$ cat config.mk
export PLATFORM = sky130hd
export DESIGN_NAME = vga_timing_rx
export DESIGN_NICKNAME = d
export VERILOG_FILES = /design/src/rtl/display_pkg.sv /design/src/rtl/sync_edge_det.sv /design/src/rtl/vga_timing_rx.sv
export SDC_FILE = /design/constraint.sdc
export NUM_CORES = 1
export LEC_CHECK = 0
export ABC_AREA = 1
export CAP_MARGIN = 5
export CORE_UTILIZATION = 50
export CTS_CLUSTER_DIAMETER = 200
export CTS_CLUSTER_SIZE = 24
export DETAILED_ROUTE_END_ITERATION = 16
export HOLD_SLACK_MARGIN = 0.08
export PLACE_DENSITY = 0.73
export SYNTH_ARGS = -nofsm -noshare
export SYNTH_HDL_FRONTEND = slang
export SYNTH_SLANG_ARGS = --single-unit
$ cat constraint.sdc
create_clock -name clk -period 7 [get_ports clk]
set_input_delay 1.4 -clock clk [delete_from_list [all_inputs] [get_ports clk]]
set_output_delay 1.4 -clock clk [all_outputs]
set_load 0.01 [all_outputs]
$ cat src/rtl/display_pkg.sv
// Shared display definitions: pixel bus width and the VGA receiver lock states.
package display_pkg;

  localparam int RGB_W = 12;

  typedef enum logic [1:0] {
    UNLOCKED,
    TRACK,
    LOCKED
  } vga_rx_state_t;

endpackage

$ cat src/rtl/sync_edge_det.sv
// Registers one sync pin, normalises it to active-high and flags its
// leading (0->1) and trailing (1->0) edges from the registered history.
module sync_edge_det #(
  parameter bit ACTIVE_LOW = 1'b1
) (
  input  logic clk,
  input  logic rst_n,
  input  logic sync,
  output logic lead,
  output logic trail
);

  logic cur;
  logic prev;

  // Reset history is "deasserted" so the first real pulse shows up as a leading edge.
  always_ff @(posedge clk) begin
    if (!rst_n) begin
      cur  <= 1'b0;
      prev <= 1'b0;
    end else begin
      cur  <= sync ^ ACTIVE_LOW;
      prev <= cur;
    end
  end

  assign lead  = cur & ~prev;
  assign trail = ~cur & prev;

endmodule

$ cat src/rtl/vga_timing_rx.sv
// Receive-side VGA timing recovery: measures line/frame geometry from HS/VS,
// regenerates pixel coordinates and reports when the timing is stable.
module vga_timing_rx
  import display_pkg::*;
#(
  parameter int RGB_W         = display_pkg::RGB_W,
  parameter int CNT_W         = 12,
  parameter bit HS_ACTIVE_LOW = 1'b1,
  parameter bit VS_ACTIVE_LOW = 1'b1,
  parameter int LOCK_FRAMES   = 2
) (
  input  logic             clk,
  input  logic             rst_n,
  input  logic [RGB_W-1:0] vga_rgb,
  input  logic             vga_hs,
  input  logic             vga_vs,
  output logic [RGB_W-1:0] rgb_o,
  output logic [CNT_W-1:0] x_o,
  output logic [CNT_W-1:0] y_o,
  output logic             frame_start_o,
  output logic [CNT_W-1:0] h_total_o,
  output logic [CNT_W-1:0] v_total_o,
  output logic             locked_o,
  output logic             sync_err_o
);

  localparam int MATCH_W = $clog2(LOCK_FRAMES + 1);
  localparam logic [CNT_W-1:0]   CNT_MAX    = '1;
  localparam logic [MATCH_W-1:0] MATCH_GOAL = MATCH_W'(LOCK_FRAMES);

  logic [RGB_W-1:0]   rgb_s1;
  logic               hs_lead, hs_trail, vs_lead, vs_trail;
  logic [CNT_W-1:0]   h_cnt, line_cnt, h_ref, v_ref;
  logic [CNT_W-1:0]   h_cnt_inc, line_next;
  logic [CNT_W-1:0]   h_cur, v_cur;
  logic               h_sat, h_bad, v_bad;
  logic               ref_load, sync_err_nxt;
  logic [MATCH_W-1:0] match_cnt, match_nxt, match_inc;
  vga_rx_state_t      state, state_nxt;

  function automatic logic [CNT_W-1:0] sat_inc(input logic [CNT_W-1:0] v);
    return (v == CNT_MAX) ? v : v + CNT_W'(1);
  endfunction

  sync_edge_det #(.ACTIVE_LOW(HS_ACTIVE_LOW)) u_hs_det (
    .clk   (clk),
    .rst_n (rst_n),
    .sync  (vga_hs),
    .lead  (hs_lead),
    .trail (hs_trail)
  );

  sync_edge_det #(.ACTIVE_LOW(VS_ACTIVE_LOW)) u_vs_det (
    .clk   (clk),
    .rst_n (rst_n),
    .sync  (vga_vs),
    .lead  (vs_lead),
    .trail (vs_trail)
  );

  // A VS edge coinciding with an HS edge must see the line that HS just closed.
  assign h_cnt_inc = sat_inc(h_cnt);
  assign line_next = hs_lead ? sat_inc(line_cnt) : line_cnt;
  assign h_cur     = hs_lead ? h_cnt_inc : h_total_o;
  assign v_cur     = vs_lead ? line_next : v_total_o;
  assign h_sat     = (h_cnt == CNT_MAX) && !hs_lead;
  assign h_bad     = hs_lead && (h_cnt_inc != h_ref);
  assign v_bad     = vs_lead && (line_next != v_ref);
  assign match_inc = match_cnt + MATCH_W'(1);
  assign locked_o  = (state == LOCKED);

  always_ff @(posedge clk) begin
    if (!rst_n) begin
      rgb_s1        <= '0;
      rgb_o         <= '0;
      frame_start_o <= 1'b0;
      h_cnt         <= '0;
      line_cnt      <= '0;
      h_total_o     <= '0;
      v_total_o     <= '0;
      x_o           <= '0;
      y_o           <= '0;
    end else begin
      rgb_s1        <= vga_rgb;
      rgb_o         <= rgb_s1;
      frame_start_o <= vs_trail;
      h_cnt         <= hs_lead ? '0 : h_cnt_inc;
      if (hs_lead)
        h_total_o <= h_cnt_inc;
      x_o <= hs_trail ? '0 : sat_inc(x_o);
      if (vs_trail)
        y_o <= '0;
      else if (hs_trail)
        y_o <= sat_inc(y_o);
      if (vs_lead) begin
        v_total_o <= line_next;
        line_cnt  <= '0;
      end else begin
        line_cnt  <= line_next;
      end
    end
  end

  always_ff @(posedge clk) begin
    if (!rst_n) begin
      state      <= UNLOCKED;
      match_cnt  <= '0;
      h_ref      <= '0;
      v_ref      <= '0;
      sync_err_o <= 1'b0;
    end else begin
      state      <= state_nxt;
      match_cnt  <= match_nxt;
      sync_err_o <= sync_err_nxt;
      if (ref_load) begin
        h_ref <= h_cur;
        v_ref <= v_cur;
      end
    end
  end

  // Only a loss from LOCKED is an error; failures while acquiring just restart.
  always_comb begin
    state_nxt    = state;
    match_nxt    = match_cnt;
    ref_load     = 1'b0;
    sync_err_nxt = 1'b0;
    unique case (state)
      UNLOCKED: begin
        if (vs_lead) begin
          state_nxt = TRACK;
          ref_load  = 1'b1;
          match_nxt = '0;
        end
      end
      TRACK: begin
        if (h_bad || h_sat) begin
          state_nxt = UNLOCKED;
        end else if (vs_lead) begin
          if (line_next == v_ref) begin
            match_nxt = match_inc;
            if (match_inc == MATCH_GOAL)
              state_nxt = LOCKED;
          end else begin
            ref_load  = 1'b1;
            match_nxt = '0;
          end
        end
      end
      LOCKED: begin
        if (h_bad || v_bad || h_sat) begin
          state_nxt    = UNLOCKED;
          sync_err_nxt = 1'b1;
        end
      end
      default: state_nxt = UNLOCKED;
    endcase
  end

endmodule

==> impl_results.md <==
* Status: complete, but fails checks
* Failing checks: design-rule violations
* Power density over cell area at approximately 250 nW/um^2
* Dpl cells at ~1.1k
* DRT Pass-1 Iters at 13
* Clk Tree Root Cell: clkbuf_16
* Number of synthesized flops with an enable pin at 0
* Num rows at 39
* CTS resizes at 0
* Vias in the first global route at 4876
* Crit-path leading delay family: buffers and inverters
* Worst hold stages at 2
* Final Hold Fails at 0
* Hold Slack at approximately 0.41 ns
* Max H-tree Level at 4
* Setup-failing EPs final at 0
* Syn Nets at ~900
* Final Slew Violations at 0
* Die area at 12500 um^2
* Die X at 112 um
* R2R setup slack at between 4 and 5 ns
* Mapped Area at approximately 6000 um^2
* Adder-Cell Fraction of Synth Area at 0.0104
* Die Y-Extent at 112 um
* Compound-gate portion of the synthesized area at 0.0574
* Arrival time at the worst endpoint at 3.51 ns
* Most frequent cells in the layout: nand2_1, nor2_1, dfxtp_1
* P_leak at 3.46 nW
* Drt wl/cell at roughly 12 um
* CP Launch Type: primary input
* Fin area at roughly 7500 um^2
* Syn. warnings at 0
* # fillers at between 1k and 1.5k
* Synth unique cells at 36
* F_max at around 0.31 GHz
* Worst IR Drop VDD at 0.000212 V
* Gpl congestion at between 0.8 and 0.9
* CP cell instances: buf_2 > buf_4 > clkinv_1 > buf_4 > nor2_1 > inv_1 > a221oi_1
* Post-DP HPWL at approximately 9000 um
* FF-to-FF path depth at 18
* R2R Path End: h_ref[3]
* Synth Register Bits at 130
* Asr flop ratio synth at 0
* Final Skew at around 0.014 ns
* Worst hold path class: reg -> reg
* Finished Core Util at 0.645
* CTS Buf Count at 17
* Drt drc at 2
* Syn Inst Count at between 800 and 900
* RSZ-0062 raised after global routing: false
* Critical Path RT at ~7.3 ns
* Syn-to-layout area delta at 24.1%
* Ant diodes at 0
* Cell Count, Final, Fillers Out at 1118
* Final min period at about 3.2 ns
* Clk buf depth at 2
* Hold EP: rgb_o[10]
* TritonCTS clock tree: built
* Post-Synth XOR/XNOR Area at 0.0145
* Slowest stage delay, CP at between 0.4 and 0.5 ns
* Global-route wire length before repair at between 20000 and 25000 um
* Commonest non-fill, non-tap cell in the layout: nand2_1
* Slew HR at 0.283
* Quantity of hold-fixing buffers added after cts at 0
* Post-CTS setup repair buffer count at 0
* Port buffer count at between 70 and 80
* Initial DRC count at 418
* Layout cells sized above 1 at 0.0769
* FF-to-FF Start: h_cnt[0]
* Buf/Inv on CP at 5
* Core area at about 12000 um^2
* Mux cell area share after synthesis at 0.00663
* Crit path kind: in -> reg
* CP max-delay cell: buf_4
* Max cap viols at 0
* Most Frequent Cell on Critical Path: buf_4
* Final setup TNS at 0 ns
* Post-route ant nets at 0
* CTS sink cnt at 130
* CP Max Fanout at 53
* Pin count of the biggest net entering global routing at 54
* Tcrit/Tclk final at 0.454
* Gr ovfl total at 0
* CTS clk-pin slew, worst paths at around 0.060 ns
* Worst setup EP type: register
* Nets at around 990
* Drt total wl at roughly 13000 um
* Initial antenna violation count at 0
* Seq/Total Area, Yosys at 0.431
* # IOs at just under 80
* Vias post-DR at between 5k and 6k
* All-layer global routing usage at 0.224
* Largest family of logic cells by synthesized area: simple AND/OR/NAND/NOR gates
* Placed Instance Area at between 6000 and 7000 um^2
* Worst hold start: rgb_s1[10]
* Post-synthesis simple-gate area fraction at 0.378
* Clk_lat worst skew at roughly 0.42 ns
* Syn avg cell area at 6.82 um^2
* Initial Util at 0.520
* Vias/cell at 4.82
* Most used DFF post-synth: dfxtp_1
* Worst-margin pin slew at between 1 and 1.5 ns
-- cell usage after synthesis, drive strengths merged (7+ instances only) --
master	number	area share
a21oi	21	0.017
buf	11	0.013
clkbuf	10	0.0062
dfxtp	130	0.43
inv	129	0.080
nand2	267	0.17
nand3	60	0.056
nand4	18	0.021
nor2	150	0.10
nor3	8	0.0075
o21ai	36	0.030
or2	9	0.0093
xor2	7	0.010
-- metrics by stage --
step / total power [mW] / worst slack [ns]
2_1_floorplan: 0.934 / 4.56
5_1_grt: 1.95 / 3.57
4_1_cts: 1.89 / 3.83
3_5_place_dp: 0.992 / 3.39
3_3_place_gp: 0.990 / 3.46
6_report: 1.88 / 3.82
-- power breakdown --
group	switching (mW)	leakage, nW	total [mW]	internal, mW
Sequential	0.0211	1.06	0.794	0.773
Clock	0.332	0.288	0.899	0.566
Combinational	0.109	2.11	0.185	0.0753
-- cell families (layout without fill, tap and decap cells) --
kind of cell | after synthesis | in the layout
AO/OA/AOI/OAI | 65 | 65
flip-flops | 130 | 130
multiplexers | 4 | 4
XOR/XNOR | 10 | 10
adder cells (fa/ha/maj) | 5 | 5
buffers and inverters | 154 | 243
AND/OR/NAND/NOR | 518 | 518
-- worst min-delay path, cell delays in order, from the launching register on --
cell     delay (ns)
dfxtp_1        0.30
nand2_1        0.04
inv_1          0.04
-- flip-flops by register name, indices dropped and copies added, names as in the netlist, 12 cells and up --
register	cells
h_cnt	12
x_o	12
h_total_o	12
line_cnt	12
h_ref	12
v_total_o	12
y_o	12
rgb_o	12
v_ref	12
rgb_s1	12
-- layer usage --
layer	GRT usage	routed length, um
met1	0.281	6440
met4	0.108	263
met3	0.0691	714
met5	0	0
met2	0.351	5850
-- area by class of cell --
type | count | area (um^2) | share of cell area
Tap cell | 143 | 179 | 0.0239
Inverter | 133 | 499 | 0.0666
Clock buffer | 18 | 439 | 0.0586
Multi-Input combinational cell | 602 | 2820 | 0.377
Timing Repair Buffer | 80 | 791 | 0.106
Sequential cell | 130 | 2600 | 0.347
Clock inverter | 12 | 159 | 0.0212
-- how the worst max path moves through the flow --
| stage | from | end | slack (ns) | depth (start not counted) |
|---|---|---|---|---|
| 3_3_place_gp | rst_n | x_o[8] | 3.46 | 7 |
| 6_report | rst_n | x_o[8] | 3.82 | 7 |
| 4_1_cts | rst_n | x_o[8] | 3.83 | 7 |
| 5_1_grt | rst_n | h_cnt[2] | 3.57 | 7 |
| 2_1_floorplan | rst_n | x_o[10] | 4.56 | 5 |
| 3_5_place_dp | rst_n | x_o[8] | 3.39 | 7 |
(Power assumes the default switching activity.)
